## src/rtl/moving_avg.sv

```systemverilog
// moving_avg -- stereo moving-average filter over a window of 2^LOG2_TAPS
// samples per channel, with a raw-sample bypass.
//
// Ports:
//   clk      system clock, all state changes on the rising edge
//   rst_n    asynchronous active-low reset
//   valid    new-sample strobe, level held high for several clk cycles
//   lft_in   signed left sample, stable while valid is high
//   rht_in   signed right sample, stable while valid is high
//   en       1 = output the moving average, 0 = output the raw sample
//   lft_out  registered signed left result
//   rht_out  registered signed right result
//   out_vld  single-clk pulse marking a new lft_out/rht_out pair
//
// Each sample event is handled in three steps: capture (IDLE),
// buffer/sum update (ACCUM), output register load (OUTP). Events seen
// while busy are dropped, not queued.
module moving_avg #(
  parameter int LOG2_TAPS = 4
) (
  input  logic               clk,
  input  logic               rst_n,
  input  logic               valid,
  input  logic signed [15:0] lft_in,
  input  logic signed [15:0] rht_in,
  input  logic               en,
  output logic signed [15:0] lft_out,
  output logic signed [15:0] rht_out,
  output logic               out_vld
);

  localparam int TAPS = 1 << LOG2_TAPS;
  localparam int SW   = 16 + LOG2_TAPS;

  typedef enum logic [1:0] {
    IDLE  = 2'd0,
    ACCUM = 2'd1,
    OUTP  = 2'd2
  } state_t;

  state_t state, state_nxt;

  logic                    valid_q;
  logic                    sample_evt;
  logic                    do_capture;
  logic                    do_accum;
  logic                    do_output;

  logic signed [15:0]      new_l, new_r;
  logic signed [15:0]      buf_l [TAPS];
  logic signed [15:0]      buf_r [TAPS];
  logic [LOG2_TAPS-1:0]    wr_ptr;
  logic signed [SW-1:0]    sum_l, sum_r;
  logic signed [SW-1:0]    new_l_ext, new_r_ext;
  logic signed [SW-1:0]    old_l_ext, old_r_ext;

  // Rising edge of the level-type strobe; a long high produces one event.
  always_ff @(posedge clk or negedge rst_n) begin
    if (!rst_n) begin
      valid_q <= 1'b0;
    end else begin
      valid_q <= valid;
    end
  end

  assign sample_evt = valid & ~valid_q;

  // FSM state register
  always_ff @(posedge clk or negedge rst_n) begin
    if (!rst_n) begin
      state <= IDLE;
    end else begin
      state <= state_nxt;
    end
  end

  // FSM next-state and step strobes
  always_comb begin
    state_nxt  = state;
    do_capture = 1'b0;
    do_accum   = 1'b0;
    do_output  = 1'b0;
    case (state)
      IDLE: begin
        if (sample_evt) begin
          do_capture = 1'b1;
          state_nxt  = ACCUM;
        end
      end
      ACCUM: begin
        do_accum  = 1'b1;
        state_nxt = OUTP;
      end
      OUTP: begin
        do_output = 1'b1;
        state_nxt = IDLE;
      end
      default: begin
        state_nxt = IDLE;
      end
    endcase
  end

  // Sample capture
  always_ff @(posedge clk or negedge rst_n) begin
    if (!rst_n) begin
      new_l <= '0;
      new_r <= '0;
    end else if (do_capture) begin
      new_l <= lft_in;
      new_r <= rht_in;
    end
  end

  // Sign extension of the incoming and outgoing samples to sum width
  always_comb begin
    new_l_ext = {{LOG2_TAPS{new_l[15]}}, new_l};
    new_r_ext = {{LOG2_TAPS{new_r[15]}}, new_r};
    old_l_ext = {{LOG2_TAPS{buf_l[wr_ptr][15]}}, buf_l[wr_ptr]};
    old_r_ext = {{LOG2_TAPS{buf_r[wr_ptr][15]}}, buf_r[wr_ptr]};
  end

  // Circular history and running sums. The entry at wr_ptr is always the
  // oldest sample, so swapping it out keeps the sum exact over the window.
  always_ff @(posedge clk or negedge rst_n) begin
    if (!rst_n) begin
      for (int unsigned i = 0; i < TAPS; i++) begin
        buf_l[i] <= '0;
        buf_r[i] <= '0;
      end
      wr_ptr <= '0;
      sum_l  <= '0;
      sum_r  <= '0;
    end else if (do_accum) begin
      sum_l         <= sum_l + new_l_ext - old_l_ext;
      sum_r         <= sum_r + new_r_ext - old_r_ext;
      buf_l[wr_ptr] <= new_l;
      buf_r[wr_ptr] <= new_r;
      wr_ptr        <= wr_ptr + 1'b1;
    end
  end

  // Output registers; the slice of the signed sum is a floor division
  // by TAPS.
  always_ff @(posedge clk or negedge rst_n) begin
    if (!rst_n) begin
      lft_out <= '0;
      rht_out <= '0;
      out_vld <= 1'b0;
    end else begin
      out_vld <= do_output;
      if (do_output) begin
        if (en) begin
          lft_out <= sum_l[15+LOG2_TAPS:LOG2_TAPS];
          rht_out <= sum_r[15+LOG2_TAPS:LOG2_TAPS];
        end else begin
          lft_out <= new_l;
          rht_out <= new_r;
        end
      end
    end
  end

endmodule

```

## config.mk

```make
export PLATFORM = sky130hd
export DESIGN_NAME = moving_avg
export DESIGN_NICKNAME = d
export VERILOG_FILES = /design/src/rtl/moving_avg.sv
export SDC_FILE = /design/constraint.sdc
export NUM_CORES = 1
export LEC_CHECK = 0
export ABC_AREA = 1
export CAP_MARGIN = 20
export CORE_ASPECT_RATIO = 0.6
export CORE_UTILIZATION = 50
export CTS_CLUSTER_SIZE = 20
export DETAILED_ROUTE_END_ITERATION = 10
export PLACE_DENSITY = 0.66
export RECOVER_POWER = 100
export SLEW_MARGIN = 20
export SYNTH_ARGS = -nofsm -noshare
export SYNTH_HDL_FRONTEND = slang
export SYNTH_SLANG_ARGS = --single-unit
```

## constraint.sdc

```tcl
create_clock -name clk -period 7.1 [get_ports clk]
set_clock_uncertainty 0.05 [all_clocks]
set_input_delay 1.775 -clock clk [delete_from_list [all_inputs] [get_ports clk]]
set_output_delay 1.775 -clock clk [all_outputs]
set_load 0.02 [all_outputs]
```

==> results.yml, run 1 <==
run_status:
  status: "finished with violations"
  violations: "max-capacitance violations, max-slew violations"
worst_setup_path:
  r2r_cells: 8
  endpoint_kind: "flip-flop"
  slowest_stage: "nor2_1"
  r2r_start: "state[1]"
  arrival_ns: 6.36
  r2r_end: "buf_r[224]"
  crit_path_cell_trace: "inv_1 > nand2_1 > buf_4 > clkinvlp_2 > nand2_1 > nor2_1 > buf_4 > o21ai_0"
  startpoint_type: "flip-flop"
  critPathKind: "reg2reg"
  worstPathRequired_ns: 7.54
  crit_cells: 8
  max_stage_delay_ns: 2.10
  cp_max_fo: 52
  cp_num_buf_inv: 4
  critPathTopFamily: "buffers and inverters"
  r2r_setup_slack_ns: 1.18
timing:
  period_share: 0.834
  period_needed_ns: 5.92
  relSlewSlack: -1.08
  hold_violations: 0
  finalSetupViolations: 0
  worstMarginPinSlew_ns: 3.11
  rsz0062_at_grt: "no"
  maxSlewViolCount: 893
  hold_ws_ns: 0.433
  setup-tns-final_ns: 0
  setup_ws_ns: 1.18
  fmaxAchievable_ghz: 0.169
floorplan:
  die_w_um: 325
  die_area_mm2: 0.0635
  die_y_um: 196
  start_util: 0.509
  num_rows: 70
  ios: 69
  coreArea_mm2: 0.0613
min_path:
  min_path_cells: 2
  hp-class: "reg2reg"
  hp-start: "buf_r[198]"
  whs_endpoint: "buf_r[198]"
synth:
  synth_nets: 4069
  netlist_instances: 3949
  synth_seq_area_share: 0.500
  synth_warnings: 0
  synth_seq_cells: 624
  ys.flop_type: "dfrtp_1"
  ys_types: 31
  async_reset_ff_frac: 1.00
  synth_edf_count: 0
  synth_area_per_cell_um2: 7.90
  syn_area_mm2: 0.0312
final_layout:
  final_core_utilization: 0.554
  layout_common_cells: "nand2_1, dfrtp_1, o21ai_0, a21oi_1, inv_1"
  multi_input_area_mm2: 0.0125
  layout_commonest_cell: "nand2_1"
  layout-drive-gt1-share: 0.0374
  nFillCells: 5773
  antenna_cells: 0
  area_growth_pct: 8.80
  final_nets: 3956
  seqCellArea_mm2: 0.0156
routing:
  dr.pass1.iters: 5
  vias_per_cell: 5.49
  drc_errors: 0
  wirelength_mm: 94.3
  routedWlPerCell_um: 20.0
  vias: 25800
  dr.first_iter.drc_count: 2811
  ant_nets: 0
clock_tree:
  cts_made_buffers: 59
  clock_sinks: 624
  hold_buffers: 0
  cts-resized-gates: 0
  ctsRootBufferMaster: "clkbuf_16"
  htreeDepth: 2
  clk_latency_ns: 0.64
  cts_tree: "yes"
  clk_pin_slew_ns: 0.07
  post_cts_buffers: 0
  clockBufferDepth: 3
global_route:
  first_global_vias: 23600
  overflow: 0
  antenna_found_initial: 2
  grt_use_total: 0.301
  grt_pass1_wl_mm: 146
  grt_start_max_net_pins: 208
place:
  dp_slack_ns: 2.23
  io_buffers: 68
  hpwlAfterDp_mm: 59.6
  place.gp.congestion: 0.917
job:
  maxCapViolations: 19
power_and_ir_drop:
  powerDensity_mw_per_mm2: 568
  leakagePower_nw: 15.9
  peakVddDrop_uv: 362
worst max path at each step:
stage	start	to	slack, ns
6_report	state[1]	buf_r[224]	1.18
5_1_grt	state[1]	buf_l[78]	0.88
4_1_cts	wr_ptr[1]	sum_l[10]	2.21
3_5_place_dp	wr_ptr[1]	sum_l[10]	2.23
3_3_place_gp	wr_ptr[1]	sum_l[10]	2.27
2_1_floorplan	wr_ptr[0]	sum_r[19]	4.00
cells by family after synthesis:
kind of cell | synth area share
AO/OA/AOI/OAI | 0.192
AND/OR/NAND/NOR | 0.164
XOR/XNOR | 0.00393
flip-flops | 0.500
adder cells (fa/ha/maj) | 0.0428
buffers and inverters | 0.0966
worst register-to-register path, stage by stage (launching register included):
cell and delay (ns):
dfrtp_1 0.38, inv_1 0.07, nand2_1 0.05, buf_4 0.31, clkinvlp_2 1.55, nand2_1 0.36
nor2_1 2.10, buf_4 0.72, o21ai_0 0.18
synthesized netlist by cell type, types with 11 or more instances:
master    count  area share
nor2_1      333       0.040
inv_1       466       0.056
a21oi_1     551       0.088
ha_1         46       0.018
buf_1        21      0.0025
dfrtp_1     624        0.50
nand2_1     805       0.097
nand3_1      51      0.0082
clkbuf_1    150       0.018
fa_1         38       0.024
xnor2_1      11      0.0031
o21ai_0     603       0.097
nand4_1      33      0.0066
buf_2       109       0.017
nor2_4       14      0.0051
o21ai_1      29      0.0046
through the flow:
step | area, um^2 | power, W | std cells
3_5_place_dp | 32100 | 0.0157 | 4600
6_report | 34000 | 0.0193 | 4709
4_1_cts | 34100 | 0.0192 | 4706
3_3_place_gp | 32100 | 0.0156 | 4600
2_1_floorplan | 31200 | 0.0129 | 3949
5_1_grt | 34000 | 0.0210 | 4709
layer usage:
layer	track usage	vias up	share of wire
met5	0	-	0.0010
met3	0.0749	108	0.10
li1	-	12400	-
met4	0.0578	4	0.015
met1	0.497	12300	0.50
met2	0.388	1041	0.38
where the power goes:
part	internal, W	switching [W]	total (W)	leakage, nW
registers	0.00488	0.000815	0.00569	8.17
clock network	0.00195	0.00142	0.00337	0.981
logic	0.00345	0.00677	0.0102	6.73
total	0.0103	0.00900	0.0193	15.9
layout make-up:
| type | instances | area share |
|---|---|---|
| flip-flops and latches | 624 | 0.460 |
| clock inverters | 19 | 0.00892 |
| inverters | 475 | 0.0528 |
| repair buffers | 111 | 0.0290 |
| clock buffers | 87 | 0.0505 |
| multi-input cells | 2565 | 0.368 |
| well taps | 828 | 0.0305 |
flip-flops by register name, indices dropped and copies added (netlist names):
signal / count
valid_q: 1
sum_r: 20
state: 2
sum_l: 20
out_vld: 1
new_l: 16
buf_l: 256
buf_r: 256
lft_out: 16
new_r: 16
wr_ptr: 4
rht_out: 16
No activity file was read; power rests on OpenSTA's default activity.
==> run 2, diff against run 1 <==
--- a/config.mk
+++ b/config.mk
@@ -11,7 +11,7 @@
 export CORE_UTILIZATION = 50
 export CTS_CLUSTER_SIZE = 20
 export DETAILED_ROUTE_END_ITERATION = 10
-export PLACE_DENSITY = 0.66
+export PLACE_DENSITY = 0.69
 export RECOVER_POWER = 100
 export SLEW_MARGIN = 20
 export SYNTH_ARGS = -nofsm -noshare
==> constraint.sdc (replaced) <==
create_clock -name clk -period 5.38 [get_ports clk]
set_clock_uncertainty 0.05 [all_clocks]
set_input_delay 1.345 -clock clk [delete_from_list [all_inputs] [get_ports clk]]
set_output_delay 1.345 -clock clk [all_outputs]
set_load 0.02 [all_outputs]
==> results.yml, run 2 (synthesized netlist as in run 1, its figures left out) <==
run_status:
  status: "finished with violations"
  violations: "max-capacitance violations, max-slew violations"
place:
  place.gp.congestion: 0.958
  hpwlAfterDp_mm: 58.4
  io_buffers: 68
final_layout:
  layout_commonest_cell: "nand2_1"
  final_nets: 3971
  area_growth_pct: 10.2
  layout_common_cells: "nand2_1, dfrtp_1, o21ai_0, a21oi_1, inv_1"
  layout-drive-gt1-share: 0.0477
  final_core_utilization: 0.561
  antenna_cells: 0
  top_regs: "buf_l x256, buf_r x256"
global_route:
  antenna_found_initial: 1
  overflow: 0
  first_global_vias: 23800
  met1_usage: 0.476
  gr-usage-met3: 0.0729
  grt_use_total: 0.296
  grt-busiest-layer: "met1"
  grt_start_max_net_pins: 178
  grt_util_met2: 0.397
  grt_pass1_wl_mm: 144
floorplan:
  coreArea_mm2: 0.0613
  ios: 69
  die_area_mm2: 0.0635
  die_w_um: 325
  start_util: 0.509
  num_rows: 70
  die_y_um: 196
worst_setup_path:
  critPathKind: "reg2reg"
  cp_max_fo: 52
  arrival_ns: 5.28
  startpoint: "state[1]"
  worstPathRequired_ns: 5.81
  endpoint_kind: "flip-flop"
  startpoint_type: "flip-flop"
  r2r_start: "state[1]"
clock_tree:
  htreeDepth: 2
  cts_tree: "yes"
  hold_buffers: 0
  cts_made_buffers: 59
  clock_sinks: 624
  post_cts_buffers: 0
  clk_pin_slew_ns: 0.07
  cts-resized-gates: 0
  clk_latency_ns: 0.64
  clockBufferDepth: 3
  ctsRootBufferMaster: "clkbuf_16"
routing:
  drc_errors: 0
  routedWlPerCell_um: 19.7
  dr.first_iter.drc_count: 3028
  vias_per_cell: 5.53
  wirelength_mm: 93.4
  dr.pass1.iters: 6
  vias: 26100
  ant_nets: 0
job:
  maxCapViolations: 12
timing:
  rsz0062_at_grt: "no"
  hold_violations: 0
  finalSetupViolations: 0
  worstMarginPinSlew_ns: 3.05
  fmaxAchievable_ghz: 0.206
  relSlewSlack: -1.03
  period_share: 0.902
  setup-tns-final_ns: 0
  maxSlewViolCount: 419
  period_needed_ns: 4.85
power_and_ir_drop:
  leakagePower_nw: 16.1
  powerDensity_mw_per_mm2: 749
  peakVddDrop_uv: 531
min_path:
  hp-class: "reg2reg"
  hp-start: "buf_l[206]"
[run 2: power by group]
group / leakage (nW) / switching (W) / internal [W]
Combinational: 6.87 / 0.00918 / 0.00465
Sequential: 8.17 / 0.000932 / 0.00643
Clock: 1.05 / 0.00190 / 0.00265
[run 2: final cells by class]
class / count / area [um^2]
clock buffer: 87 / 1800
clock inverter: 24 / 305
fill: 5576 / 26900
inverter: 475 / 1790
multi-input combinational: 2565 / 12500
sequential: 624 / 15600
tap: 828 / 1040
timing repair buffer: 126 / 1300
[run 2: per-layer routing]
| layer | part of all wire | vias up |
|---|---|---|
| li1 | - | 12400 |
| met1 | 0.48 | 12400 |
| met2 | 0.39 | 1245 |
| met3 | 0.11 | 121 |
| met4 | 0.016 | 2 |
| met5 | 0.00014 | - |
[run 2: worst paths after layout]
path                         endpoint  slack, ns  cells past startpoint
setup / recovery           buf_r[133]       0.53                      8
hold / removal             buf_l[206]       0.43                      2
setup reg to reg           buf_r[133]       0.53                      8
hold reg to reg            buf_l[206]       0.43                      2
max in group asynchronous    sum_r[0]       1.26                      2
min in group asynchronous  rht_out[8]       1.42                      1
[run 2: through the flow]
| step | total power (W) | area, um^2 | worst slack, ns | hold WS [ns] | instances |
|---|---|---|---|---|---|
| floorplan | 0.0171 | 31200 | 2.28 | 0.398 | 3949 |
| global placement | 0.0207 | 32400 | 1.16 | 0.410 | 4618 |
| detailed placement | 0.0209 | 32400 | 1.10 | 0.418 | 4618 |
| CTS | 0.0255 | 34500 | 1.07 | 0.434 | 4729 |
| global route | 0.0280 | 34400 | 0.333 | 0.452 | 4729 |
| finish | 0.0257 | 34400 | 0.526 | 0.430 | 4729 |
[run 2: critical path, stage by stage, from the launching register on]
cell,delay (ns)
dfrtp_1,0.38
inv_1,0.10
nand2_1,0.11
clkinvlp_2,1.79
nand2_1,1.12
nor2_2,0.39
buf_4,0.45
nor2_1,0.20
a21oi_1,0.06
